$ cat config.mk
export PLATFORM = sky130hd
export DESIGN_NAME = multicycle_control_flat
export DESIGN_NICKNAME = d
export VERILOG_FILES = /design/src/rtl/mc_pkg.sv /design/src/rtl/multicycle_control_if.sv /design/src/rtl/mc_opcode_decode.sv /design/src/rtl/multicycle_control.sv /design/src/flat_wrapper.sv
export SDC_FILE = /design/constraint.sdc
export NUM_CORES = 1
export LEC_CHECK = 0
export ABC_AREA = 1
export CAP_MARGIN = 10
export CORE_MARGIN = 5
export CORE_UTILIZATION = 45
export DETAILED_ROUTE_END_ITERATION = 12
export MAX_ROUTING_LAYER = met4
export PLACE_DENSITY = 0.76
export SLEW_MARGIN = 30
export SYNTH_ARGS = -nofsm -noshare
export SYNTH_HDL_FRONTEND = slang
export SYNTH_HIERARCHICAL = 1
export SYNTH_SLANG_ARGS = --single-unit
$ cat constraint.sdc
create_clock -name clk -period 1.6 [get_ports clk]
set_clock_uncertainty 0.1 [all_clocks]
set_input_delay 0.24 -clock clk [delete_from_list [all_inputs] [get_ports clk]]
set_output_delay 0.24 -clock clk [all_outputs]
set_load 0.05 [all_outputs]
$ cat src/rtl/mc_pkg.sv
// Shared encodings for the multi-cycle RV32I controller and its datapath muxes.
package mc_pkg;

    // RV32I major opcodes handled by the controller
    localparam logic [6:0] OP_R      = 7'b0110011;
    localparam logic [6:0] OP_I      = 7'b0010011;
    localparam logic [6:0] OP_LOAD   = 7'b0000011;
    localparam logic [6:0] OP_STORE  = 7'b0100011;
    localparam logic [6:0] OP_BRANCH = 7'b1100011;
    localparam logic [6:0] OP_JAL    = 7'b1101111;
    localparam logic [6:0] OP_JALR   = 7'b1100111;

    typedef enum logic [3:0] {
        S_FETCH    = 4'd0,
        S_DECODE   = 4'd1,
        S_EXEC_R   = 4'd2,
        S_EXEC_I   = 4'd3,
        S_MEM_ADDR = 4'd4,
        S_MEM_RD   = 4'd5,
        S_MEM_WR   = 4'd6,
        S_WB_ALU   = 4'd7,
        S_WB_MEM   = 4'd8,
        S_BRANCH   = 4'd9,
        S_JAL      = 4'd10,
        S_JALR     = 4'd11
    } state_e;

    // PC source select
    localparam logic [1:0] PC_SRC_ALU    = 2'b00;
    localparam logic [1:0] PC_SRC_ALUOUT = 2'b01;
    localparam logic [1:0] PC_SRC_JALR   = 2'b10;

    // ALU operand A select
    localparam logic [1:0] A_SRC_PC      = 2'b00;
    localparam logic [1:0] A_SRC_RS1     = 2'b01;
    localparam logic [1:0] A_SRC_OLDPC   = 2'b10;

    // ALU operand B select
    localparam logic [1:0] B_SRC_RS2     = 2'b00;
    localparam logic [1:0] B_SRC_FOUR    = 2'b01;
    localparam logic [1:0] B_SRC_IMM     = 2'b10;

    // ALU operation class
    localparam logic [1:0] ALU_OP_ADD    = 2'b00;
    localparam logic [1:0] ALU_OP_BRANCH = 2'b01;
    localparam logic [1:0] ALU_OP_RTYPE  = 2'b10;
    localparam logic [1:0] ALU_OP_ITYPE  = 2'b11;

    // Register-file write-data select
    localparam logic [1:0] M2R_ALUOUT    = 2'b00;
    localparam logic [1:0] M2R_MDR       = 2'b01;
    localparam logic [1:0] M2R_PC        = 2'b10;

endpackage

$ cat src/rtl/multicycle_control_if.sv
// Controller <-> datapath/memory signal bundle.
interface multicycle_control_if #(
    parameter int unsigned CNT_WIDTH = 32
);
    logic [6:0]           opcode;
    logic                 taken;
    logic                 mem_ready;
    logic                 mem_req;
    logic                 mem_read;
    logic                 mem_write;
    logic                 i_or_d;
    logic                 ir_write;
    logic                 old_pc_write;
    logic                 pc_write;
    logic [1:0]           pc_src;
    logic [1:0]           alu_src_a;
    logic [1:0]           alu_src_b;
    logic [1:0]           alu_op;
    logic                 reg_write;
    logic [1:0]           mem_to_reg;
    logic                 inst_done;
    logic                 illegal;
    logic [CNT_WIDTH-1:0] instret;

    modport master (
        input  opcode, taken, mem_ready,
        output mem_req, mem_read, mem_write, i_or_d, ir_write, old_pc_write,
               pc_write, pc_src, alu_src_a, alu_src_b, alu_op, reg_write,
               mem_to_reg, inst_done, illegal, instret
    );

    modport slave (
        output opcode, taken, mem_ready,
        input  mem_req, mem_read, mem_write, i_or_d, ir_write, old_pc_write,
               pc_write, pc_src, alu_src_a, alu_src_b, alu_op, reg_write,
               mem_to_reg, inst_done, illegal, instret
    );
endinterface

$ cat src/rtl/mc_opcode_decode.sv
// Opcode dispatch used in DECODE: picks the next state or flags an illegal opcode.
module mc_opcode_decode
    import mc_pkg::*;
(
    input  logic [6:0] i_opcode,
    output state_e     o_next_state_c,
    output logic       o_illegal_c
);

    // Map supported opcodes to their first execute state; anything else returns to FETCH
    always_comb begin
        o_next_state_c = S_FETCH;
        o_illegal_c    = 1'b0;
        case (i_opcode)
            OP_R:      o_next_state_c = S_EXEC_R;
            OP_I:      o_next_state_c = S_EXEC_I;
            OP_LOAD,
            OP_STORE:  o_next_state_c = S_MEM_ADDR;
            OP_BRANCH: o_next_state_c = S_BRANCH;
            OP_JAL:    o_next_state_c = S_JAL;
            OP_JALR:   o_next_state_c = S_JALR;
            default:   o_illegal_c    = 1'b1;
        endcase
    end

endmodule

$ cat src/rtl/multicycle_control.sv
// Multi-cycle RV32I control FSM: sequences the shared datapath and memory handshake.
module multicycle_control
    import mc_pkg::*;
#(
    parameter int unsigned CNT_WIDTH = 32
) (
    input  logic                 clk,
    input  logic                 rstn,
    multicycle_control_if.master bus
);

    state_e               r_state;
    state_e               w_next_state;
    state_e               w_dec_next;
    logic                 w_dec_illegal;
    logic [CNT_WIDTH-1:0] r_instret;

    logic       w_mem_req, w_mem_read, w_mem_write, w_i_or_d;
    logic       w_ir_write, w_old_pc_write, w_pc_write, w_reg_write;
    logic       w_inst_done, w_illegal;
    logic [1:0] w_pc_src, w_alu_src_a, w_alu_src_b, w_alu_op, w_mem_to_reg;

    mc_opcode_decode u_dec (
        .i_opcode       (bus.opcode),
        .o_next_state_c (w_dec_next),
        .o_illegal_c    (w_dec_illegal)
    );

    // State register
    always_ff @(posedge clk) begin
        if (!rstn) r_state <= S_FETCH;
        else       r_state <= w_next_state;
    end

    // Retired-instruction counter, wraps naturally
    always_ff @(posedge clk) begin
        if (!rstn)            r_instret <= '0;
        else if (w_inst_done) r_instret <= r_instret + CNT_WIDTH'(1);
    end

    // Next-state and control decode from the registered state
    always_comb begin
        w_next_state   = r_state;
        w_mem_req      = 1'b0;
        w_mem_read     = 1'b0;
        w_mem_write    = 1'b0;
        w_i_or_d       = 1'b0;
        w_ir_write     = 1'b0;
        w_old_pc_write = 1'b0;
        w_pc_write     = 1'b0;
        w_pc_src       = PC_SRC_ALU;
        w_alu_src_a    = A_SRC_PC;
        w_alu_src_b    = B_SRC_RS2;
        w_alu_op       = ALU_OP_ADD;
        w_reg_write    = 1'b0;
        w_mem_to_reg   = M2R_ALUOUT;
        w_inst_done    = 1'b0;
        w_illegal      = 1'b0;
        case (r_state)
            S_FETCH: begin
                w_mem_req   = 1'b1;
                w_mem_read  = 1'b1;
                w_alu_src_b = B_SRC_FOUR;
                if (bus.mem_ready) begin
                    w_ir_write     = 1'b1;
                    w_pc_write     = 1'b1;
                    w_old_pc_write = 1'b1;
                    w_next_state   = S_DECODE;
                end
            end
            S_DECODE: begin
                w_alu_src_a  = A_SRC_OLDPC;
                w_alu_src_b  = B_SRC_IMM;
                w_illegal    = w_dec_illegal;
                w_next_state = w_dec_next;
            end
            S_EXEC_R: begin
                w_alu_src_a  = A_SRC_RS1;
                w_alu_op     = ALU_OP_RTYPE;
                w_next_state = S_WB_ALU;
            end
            S_EXEC_I: begin
                w_alu_src_a  = A_SRC_RS1;
                w_alu_src_b  = B_SRC_IMM;
                w_alu_op     = ALU_OP_ITYPE;
                w_next_state = S_WB_ALU;
            end
            S_WB_ALU: begin
                w_reg_write  = 1'b1;
                w_inst_done  = 1'b1;
                w_next_state = S_FETCH;
            end
            S_MEM_ADDR: begin
                w_alu_src_a  = A_SRC_RS1;
                w_alu_src_b  = B_SRC_IMM;
                w_next_state = (bus.opcode == OP_LOAD) ? S_MEM_RD : S_MEM_WR;
            end
            S_MEM_RD: begin
                w_mem_req  = 1'b1;
                w_mem_read = 1'b1;
                w_i_or_d   = 1'b1;
                if (bus.mem_ready) w_next_state = S_WB_MEM;
            end
            S_WB_MEM: begin
                w_reg_write  = 1'b1;
                w_mem_to_reg = M2R_MDR;
                w_inst_done  = 1'b1;
                w_next_state = S_FETCH;
            end
            S_MEM_WR: begin
                w_mem_req   = 1'b1;
                w_mem_write = 1'b1;
                w_i_or_d    = 1'b1;
                if (bus.mem_ready) begin
                    w_inst_done  = 1'b1;
                    w_next_state = S_FETCH;
                end
            end
            S_BRANCH: begin
                w_alu_src_a  = A_SRC_RS1;
                w_alu_op     = ALU_OP_BRANCH;
                w_pc_src     = PC_SRC_ALUOUT;
                w_pc_write   = bus.taken;
                w_inst_done  = 1'b1;
                w_next_state = S_FETCH;
            end
            S_JAL: begin
                w_pc_src     = PC_SRC_ALUOUT;
                w_pc_write   = 1'b1;
                w_reg_write  = 1'b1;
                w_mem_to_reg = M2R_PC;
                w_inst_done  = 1'b1;
                w_next_state = S_FETCH;
            end
            S_JALR: begin
                w_alu_src_a  = A_SRC_RS1;
                w_alu_src_b  = B_SRC_IMM;
                w_pc_src     = PC_SRC_JALR;
                w_pc_write   = 1'b1;
                w_reg_write  = 1'b1;
                w_mem_to_reg = M2R_PC;
                w_inst_done  = 1'b1;
                w_next_state = S_FETCH;
            end
            default: w_next_state = S_FETCH;
        endcase
    end

    // All outputs forced low while reset is asserted so an in-flight request is abandoned at once
    assign bus.mem_req      = rstn & w_mem_req;
    assign bus.mem_read     = rstn & w_mem_read;
    assign bus.mem_write    = rstn & w_mem_write;
    assign bus.i_or_d       = rstn & w_i_or_d;
    assign bus.ir_write     = rstn & w_ir_write;
    assign bus.old_pc_write = rstn & w_old_pc_write;
    assign bus.pc_write     = rstn & w_pc_write;
    assign bus.reg_write    = rstn & w_reg_write;
    assign bus.inst_done    = rstn & w_inst_done;
    assign bus.illegal      = rstn & w_illegal;
    assign bus.pc_src       = rstn ? w_pc_src     : 2'b00;
    assign bus.alu_src_a    = rstn ? w_alu_src_a  : 2'b00;
    assign bus.alu_src_b    = rstn ? w_alu_src_b  : 2'b00;
    assign bus.alu_op       = rstn ? w_alu_op     : 2'b00;
    assign bus.mem_to_reg   = rstn ? w_mem_to_reg : 2'b00;
    assign bus.instret      = rstn ? r_instret    : '0;

endmodule

$ cat src/flat_wrapper.sv
// flat-port wrapper written by rule: the top's interface ports become plain ports
module multicycle_control_flat import mc_pkg::*;
#(
    parameter int unsigned CNT_WIDTH = 32
)
  (clk, rstn, bus_opcode, bus_taken, bus_mem_ready, bus_mem_req, bus_mem_read, bus_mem_write, bus_i_or_d, bus_ir_write, bus_old_pc_write, bus_pc_write, bus_pc_src, bus_alu_src_a, bus_alu_src_b, bus_alu_op, bus_reg_write, bus_mem_to_reg, bus_inst_done, bus_illegal, bus_instret);
  multicycle_control_if #(.CNT_WIDTH(CNT_WIDTH)) bus_i ();
  input  logic clk;
  input  logic rstn;
  input wire logic [$bits(bus_i.opcode)-1:0] bus_opcode;
  input wire logic [$bits(bus_i.taken)-1:0] bus_taken;
  input wire logic [$bits(bus_i.mem_ready)-1:0] bus_mem_ready;
  output wire logic [$bits(bus_i.mem_req)-1:0] bus_mem_req;
  output wire logic [$bits(bus_i.mem_read)-1:0] bus_mem_read;
  output wire logic [$bits(bus_i.mem_write)-1:0] bus_mem_write;
  output wire logic [$bits(bus_i.i_or_d)-1:0] bus_i_or_d;
  output wire logic [$bits(bus_i.ir_write)-1:0] bus_ir_write;
  output wire logic [$bits(bus_i.old_pc_write)-1:0] bus_old_pc_write;
  output wire logic [$bits(bus_i.pc_write)-1:0] bus_pc_write;
  output wire logic [$bits(bus_i.pc_src)-1:0] bus_pc_src;
  output wire logic [$bits(bus_i.alu_src_a)-1:0] bus_alu_src_a;
  output wire logic [$bits(bus_i.alu_src_b)-1:0] bus_alu_src_b;
  output wire logic [$bits(bus_i.alu_op)-1:0] bus_alu_op;
  output wire logic [$bits(bus_i.reg_write)-1:0] bus_reg_write;
  output wire logic [$bits(bus_i.mem_to_reg)-1:0] bus_mem_to_reg;
  output wire logic [$bits(bus_i.inst_done)-1:0] bus_inst_done;
  output wire logic [$bits(bus_i.illegal)-1:0] bus_illegal;
  output wire logic [$bits(bus_i.instret)-1:0] bus_instret;
  assign bus_i.opcode = bus_opcode;
  assign bus_i.taken = bus_taken;
  assign bus_i.mem_ready = bus_mem_ready;
  assign bus_mem_req = bus_i.mem_req;
  assign bus_mem_read = bus_i.mem_read;
  assign bus_mem_write = bus_i.mem_write;
  assign bus_i_or_d = bus_i.i_or_d;
  assign bus_ir_write = bus_i.ir_write;
  assign bus_old_pc_write = bus_i.old_pc_write;
  assign bus_pc_write = bus_i.pc_write;
  assign bus_pc_src = bus_i.pc_src;
  assign bus_alu_src_a = bus_i.alu_src_a;
  assign bus_alu_src_b = bus_i.alu_src_b;
  assign bus_alu_op = bus_i.alu_op;
  assign bus_reg_write = bus_i.reg_write;
  assign bus_mem_to_reg = bus_i.mem_to_reg;
  assign bus_inst_done = bus_i.inst_done;
  assign bus_illegal = bus_i.illegal;
  assign bus_instret = bus_i.instret;
  multicycle_control #(.CNT_WIDTH(CNT_WIDTH)) u_core (.clk(clk), .rstn(rstn), .bus(bus_i));
endmodule
==> results of run 1 <==
-- cells in the mapped netlist --
library cell / instances / area, µm²
sky130_fd_sc_hd__o31ai_1: 1 / 7.51
sky130_fd_sc_hd__dfxtp_1: 36 / 721
sky130_fd_sc_hd__nand2_4: 2 / 22.5
sky130_fd_sc_hd__nor2_4: 6 / 67.6
sky130_fd_sc_hd__nor3_1: 14 / 70.1
sky130_fd_sc_hd__o21ai_1: 1 / 5.00
sky130_fd_sc_hd__a21oi_1: 26 / 130
sky130_fd_sc_hd__buf_12: 1 / 20.0
sky130_fd_sc_hd__and3_1: 1 / 6.26
sky130_fd_sc_hd__nand3_1: 25 / 125
sky130_fd_sc_hd__o21ai_0: 10 / 50.1
sky130_fd_sc_hd__clkbuf_1: 6 / 22.5
sky130_fd_sc_hd__nor2_2: 7 / 43.8
sky130_fd_sc_hd__buf_2: 1 / 5.00
sky130_fd_sc_hd__nor3_2: 1 / 10.0
sky130_fd_sc_hd__clkinv_1: 1 / 3.75
sky130_fd_sc_hd__a31oi_1: 3 / 18.8
sky130_fd_sc_hd__inv_2: 5 / 18.8
sky130_fd_sc_hd__nand4_1: 5 / 31.3
sky130_fd_sc_hd__o2111ai_1: 1 / 8.76
sky130_fd_sc_hd__nand3_4: 1 / 17.5
sky130_fd_sc_hd__nand2_2: 7 / 43.8
sky130_fd_sc_hd__nand2_1: 126 / 473
sky130_fd_sc_hd__a21oi_2: 1 / 8.76
sky130_fd_sc_hd__buf_1: 1 / 3.75
sky130_fd_sc_hd__nor4_1: 1 / 6.26
sky130_fd_sc_hd__a22oi_1: 1 / 7.51
sky130_fd_sc_hd__nor2_1: 73 / 274
sky130_fd_sc_hd__buf_6: 1 / 11.3
sky130_fd_sc_hd__nor3b_1: 1 / 7.51
sky130_fd_sc_hd__xor2_1: 4 / 35.0
sky130_fd_sc_hd__nand3b_1: 2 / 15.0
sky130_fd_sc_hd__ha_1: 1 / 12.5
sky130_fd_sc_hd__o21bai_1: 3 / 22.5
sky130_fd_sc_hd__inv_1: 76 / 285
sky130_fd_sc_hd__buf_4: 1 / 7.51
-- kinds of logic after synthesis --
logic type / synth area share, %
simple gates: 46.3
buf+inv: 14.4
compound gates: 9.89
flops: 27.5
xor+xnor: 1.34
fa+ha+maj: 0.478
-- what timing repair did --
action,in CTS
pin swaps,31
setup buffers,14
gates resized for setup,116
setup endpoints to repair,53
cloned,1
-- stage by stage --
| stage | cell area [µm²] | TNS [ns] |
|---|---|---|
| CTS | 5100 | -6.84 |
| detailed placement | 4520 | -6.30 |
| global placement | 4520 | -4.28 |
| floorplan | 2800 | -0.337 |
==> results.sh, run 1 <==
export IMPL_detailed_place_hpwl_um=7290
export IMPL_top_level_ports=63
export IMPL_worstEpCategory="top-level output"
export IMPL_grt_worst_endpoint="bus_alu_src_b[1]"
export IMPL_gp_congestion=0.944
export IMPL_cts_sinks=36
export IMPL_dpl_cell_count=651
export IMPL_run_status="aborted with a tool error"
export IMPL_grt_start_max_net_pins=38
export IMPL_io_buffers=62
export IMPL_starting_density_of_the_core_pct=47.0
export IMPL_synth_avg_cell_area_um2=5.78
export IMPL_cts_buffers_inserted=5
export IMPL_overall_die_width_um=86.3
export IMPL_mappedNetlistNets=465
export IMPL_clk_root_buffer_cell="sky130_fd_sc_hd__clkbuf_8"
export IMPL_first_error="[ERROR DPL-0038] Utilization greater than 100%, impossible to legalize"
export IMPL_clock_tree_htree_level_count=2
export IMPL_total_of_hold_buffers_inserted_after_clock_tree_synthesis=0
export IMPL_preCtsSetupSlack_ns=-0.252
export IMPL_sequential_element_share_of_the_synthesized_area_pct=27.5
export IMPL_flow_stopped_at="global routing"
export IMPL_cts_root_to_sink_buffers=2
export IMPL_synth_seq_cells=36
export IMPL_synth_warnings=6
export IMPL_syn_inst=453
export IMPL_ys_types=36
export IMPL_floorplan_die_height_um=86.3
export IMPL_floorplan_rows=27
export IMPL_synth_area_um2=2620
==> run 2, diff against run 1 <==
--- a/config.mk
+++ b/config.mk
@@ -8,10 +8,9 @@
 export ABC_AREA = 1
 export CAP_MARGIN = 10
 export CORE_MARGIN = 5
-export CORE_UTILIZATION = 45
+export CORE_UTILIZATION = 35
 export DETAILED_ROUTE_END_ITERATION = 12
-export MAX_ROUTING_LAYER = met4
-export PLACE_DENSITY = 0.76
+export PLACE_DENSITY_LB_ADDON = 0.15
 export SLEW_MARGIN = 30
 export SYNTH_ARGS = -nofsm -noshare
 export SYNTH_HDL_FRONTEND = slang
==> constraint.sdc (replaced) <==
create_clock -name clk -period 2.1 [get_ports clk]
set_clock_uncertainty 0.1 [all_clocks]
set_input_delay 0.315 -clock clk [delete_from_list [all_inputs] [get_ports clk]]
set_output_delay 0.315 -clock clk [all_outputs]
set_load 0.05 [all_outputs]
==> results.sh, run 2 <==
export IMPL_run_status="complete, no violations"
export IMPL_ys_types=36
export IMPL_synth_top_cells_by_count="126 x sky130_fd_sc_hd__nand2_1, 76 x sky130_fd_sc_hd__inv_1, 73 x sky130_fd_sc_hd__nor2_1, 36 x sky130_fd_sc_hd__dfxtp_1, 26 x sky130_fd_sc_hd__a21oi_1"
export IMPL_biggest_fanout_along_the_worst_timing_path=5
export IMPL_crit_chain="inv_1 -> nor2_2 -> nand2_1 -> a31oi_2 -> buf_12"
export IMPL_globalRouteTotalUtil_pct=16.8
export IMPL_synthFlopType="sky130_fd_sc_hd__dfxtp_1"
export IMPL_later_pin_clock_latency_in_the_skew_report_ns=0.29
export IMPL_floorplan_die_height_um=96.5
export IMPL_critical_path_startpoint_type="register"
export IMPL_yosys_area_share_simple_pct=46.3
export IMPL_top_level_ports=63
export IMPL_floorplan_rows=31
export IMPL_switching_share_pct=38.5
export IMPL_detail_route_antenna_nets=0
export IMPL_num_fill_cells=730
export IMPL_peakVddDrop_v=0.000499
export IMPL_rsz_0062_raised_after_global_routing="yes"
export IMPL_overall_die_width_um=96.5
export IMPL_timing_hold_worst_class="register to register"
export IMPL_cts_sinks=36
export IMPL_timing_max_slew_rel_slack_pct=75.3
export IMPL_cts_root_to_sink_buffers=2
export IMPL_detailed_place_hpwl_um=5530
export IMPL_clock_tree_htree_level_count=2
export IMPL_mappedNetlistNets=465
export IMPL_crit_slowest_cell="sky130_fd_sc_hd__dfxtp_2"
export IMPL_diodes=0
export IMPL_met2WireLength_um=3400
export IMPL_globalRouteOverflowTotal=0
export IMPL_critical_path_arrival_ns=1.60
export IMPL_sequential_element_share_of_the_synthesized_area_pct=27.5
export IMPL_grt_pass1_wl_um=12600
export IMPL_num_nets_final=529
export IMPL_clk_transition_reported_paths_ns=0.07
export IMPL_post_drt_wl_per_cell_um=11.5
export IMPL_wl_met1_um=3330
export IMPL_regToRegSetupSlack_ns=0.23
export IMPL_biggestRegsByFlops="u_core/r_instret x32, u_core/r_state x4"
export IMPL_synth_area_um2=2620
export IMPL_number_of_flops_mapped_to_enable_cells_by_yosys=0
export IMPL_timing_worst_slew_pin_value_ns=0.368
export IMPL_wl_met3_um=324
export IMPL_top_register="u_core/r_instret"
export IMPL_synth_warnings=6
export IMPL_floorplan_die_area_um2=9310
export IMPL_power_share_clock_pct=23.2
export IMPL_timing_hold_violations_final=0
export IMPL_grt_pass1_vias=2834
export IMPL_synth_area_leader_cell="sky130_fd_sc_hd__dfxtp_1"
export IMPL_netlist_top_cells_area="sky130_fd_sc_hd__dfxtp_1 28%, sky130_fd_sc_hd__nand2_1 18%, sky130_fd_sc_hd__inv_1 11%"
export IMPL_starting_density_of_the_core_pct=36.1
export IMPL_post_layout_total_power_w=0.00223
export IMPL_synth_avg_cell_area_um2=5.78
export IMPL_power_density_nw_per_um2=554
export IMPL_reg2reg_depth=8
export IMPL_timing_worst_setup_path_type="register to primary output"
export IMPL_crit_path_max_incr_delay_ns=0.41
export IMPL_p_int_w=0.00137
export IMPL_mux_share_of_post_synthesis_cell_area_pct=0
export IMPL_synth_seq_cells=36
export IMPL_cellLeakagePower_nw=1.80
export IMPL_io_buffers=62
export IMPL_layout_cells_most_common_list="125 x sky130_fd_sc_hd__nand2_1, 76 x sky130_fd_sc_hd__inv_1, 68 x sky130_fd_sc_hd__nor2_1, 53 x sky130_fd_sc_hd__buf_12, 33 x sky130_fd_sc_hd__dfxtp_1"
export IMPL_post_route_fraction_of_the_period_consumed_by_the_critical_path_pct=95.8
export IMPL_report_final_setup_viol=0
export IMPL_gp_congestion=0.871
export IMPL_timing_final_crit_period_ns=2.01
export IMPL_area_growth_synth_to_final_pct=53.8
export IMPL_average_vias_per_placed_instance=4.74
export IMPL_routed_via_count=2922
export IMPL_compound_cell_area_share_of_the_yosys_netlist_pct=9.89
export IMPL_instances_no_fill=617
export IMPL_dpl_instance_area_um2=3900
export IMPL_max_cap_violations=0
export IMPL_reg2reg_to="u_core/r_instret[12]"
export IMPL_routed_wl_um=7100
export IMPL_asyncSetResetFlopFracSynth_pct=0
export IMPL_fmaxAchievable_mhz=497
export IMPL_pwr_share_comb_pct=43.2
export IMPL_crit_path_buffers_inverters=2
export IMPL_drt_pass1_iterations=4
export IMPL_timing_rr_start="u_core/r_instret[0]"
export IMPL_min_delay_worst_endpoint="u_core/r_instret[5]"
export IMPL_finalMaxSlewViolations=0
export IMPL_drtIter0Drc=163
export IMPL_dpl_cell_count=609
export IMPL_largest_reg_flops=32
export IMPL_tritoncts="built"
export IMPL_post_route_drc_count=0
export IMPL_synth_xor_xnor_area_share_pct=1.34
export IMPL_finalHoldWorstSlack_ns=0.388
export IMPL_cpLargestDelayFamily="flip-flops"
export IMPL_grt_antenna_before_repair=0
export IMPL_cp_data_required_time_ns=1.68
export IMPL_final_layout_size_suffix_gt1_share_pct=21.4
export IMPL_sequential_power_share_pct=33.6
export IMPL_final_setup_tns_ns=0
export IMPL_post_synth_top_area_fraction_pct=27.5
export IMPL_highest_signal_layer="met4"
export IMPL_hold_depth=2
export IMPL_yosys_area_share_adder_pct=0.478
export IMPL_mostFrequentLayoutCell="sky130_fd_sc_hd__nand2_1"
export IMPL_clk_root_buffer_cell="sky130_fd_sc_hd__clkbuf_8"
export IMPL_critPathCaptureType="primary output"
export IMPL_dominant_combinational_cell_family_by_area_after_synthesis="simple AND/OR/NAND/NOR gates"
export IMPL_syn_inst=453
export IMPL_cts_buffers_inserted=5
export IMPL_hp_start="u_core/r_instret[5]"
export IMPL_core_area_um2=7250
export IMPL_final_area_um2=4030
export IMPL_switchingPower_w=0.000858
export IMPL_yosysMostFrequentCell="sky130_fd_sc_hd__nand2_1"
export IMPL_grt_start_max_net_pins=56
run 2: cells by family (layout without fill, tap and decap cells):
| logic type | Yosys count | after routing |
|---|---|---|
| buf+inv | 93 | 158 |
| fa+ha+maj | 1 | 1 |
| xor+xnor | 4 | 4 |
| compound gates | 47 | 47 |
| flops | 36 | 36 |
| simple gates | 272 | 272 |
run 2: cell type report:
class | instances | area [µm²] | area share (%)
Sequential cell | 36 | 724 | 18.0
Inverter | 82 | 308 | 7.64
Clock buffer | 8 | 90.1 | 2.24
Timing Repair Buffer | 68 | 1190 | 29.6
Tap cell | 99 | 124 | 3.08
Multi-Input combinational cell | 324 | 1590 | 39.4
run 2: repair_timing:
action,in CTS,in global routing
resized for setup,3,8
pin swaps,0,1
setup buffers,0,0
hold buffers,0,0
endpoints found under the setup margin,3,10
run 2: stage by stage:
step	setup slack [ns]	utilization [%]
2_1_floorplan	-0.0869	-
3_3_place_gp	0.0881	53.8
3_5_place_dp	0.0361	53.8
4_1_cts	0.0181	55.1
5_1_grt	-0.00253	55.5
6_report	0.0879	55.5
run 2: worst max path at each step:
| stage | slack, ns | to | startpoint | cells after the start |
|---|---|---|---|---|
| after floorplan | -0.09 | bus_old_pc_write | rstn | 4 |
| final | 0.09 | bus_mem_req | u_core/r_state[0] | 5 |
| after detailed placement | 0.04 | bus_illegal | bus_opcode[4] | 10 |
| after CTS | 0.02 | bus_inst_done | u_core/r_state[1] | 7 |
| after global routing | -0.003 | bus_inst_done | u_core/r_state[3] | 8 |
| after global placement | 0.09 | bus_illegal | bus_opcode[3] | 10 |
run 2: power by group through the flow:
stage          registers, W  clock network, W  logic (W)
4_1_cts            0.000739          0.000526   0.000958
6_report           0.000748          0.000517   0.000963
3_3_place_gp       0.000751                 0   0.000938
2_1_floorplan      0.000745                 0   0.000547
3_5_place_dp       0.000752                 0   0.000945
5_1_grt            0.000752          0.000562    0.00103
run 2: worst min-delay path: cells and delay by family (launching register included):
kind,cells,cell delay (ns)
flip-flops,1,0.32
AND/OR/NAND/NOR,1,0.07
AO/OA/AOI/OAI,1,0.06
run 2: metal layers:
metal / global-route usage, % / vias up
met5: 0 / -
met4: 4.09 / 0
met3: 3.49 / 4
met2: 28.6 / 65
met1: 21.7 / 1324
li1: - / 1529
Note: power is estimated with default switching activity, not from simulation.
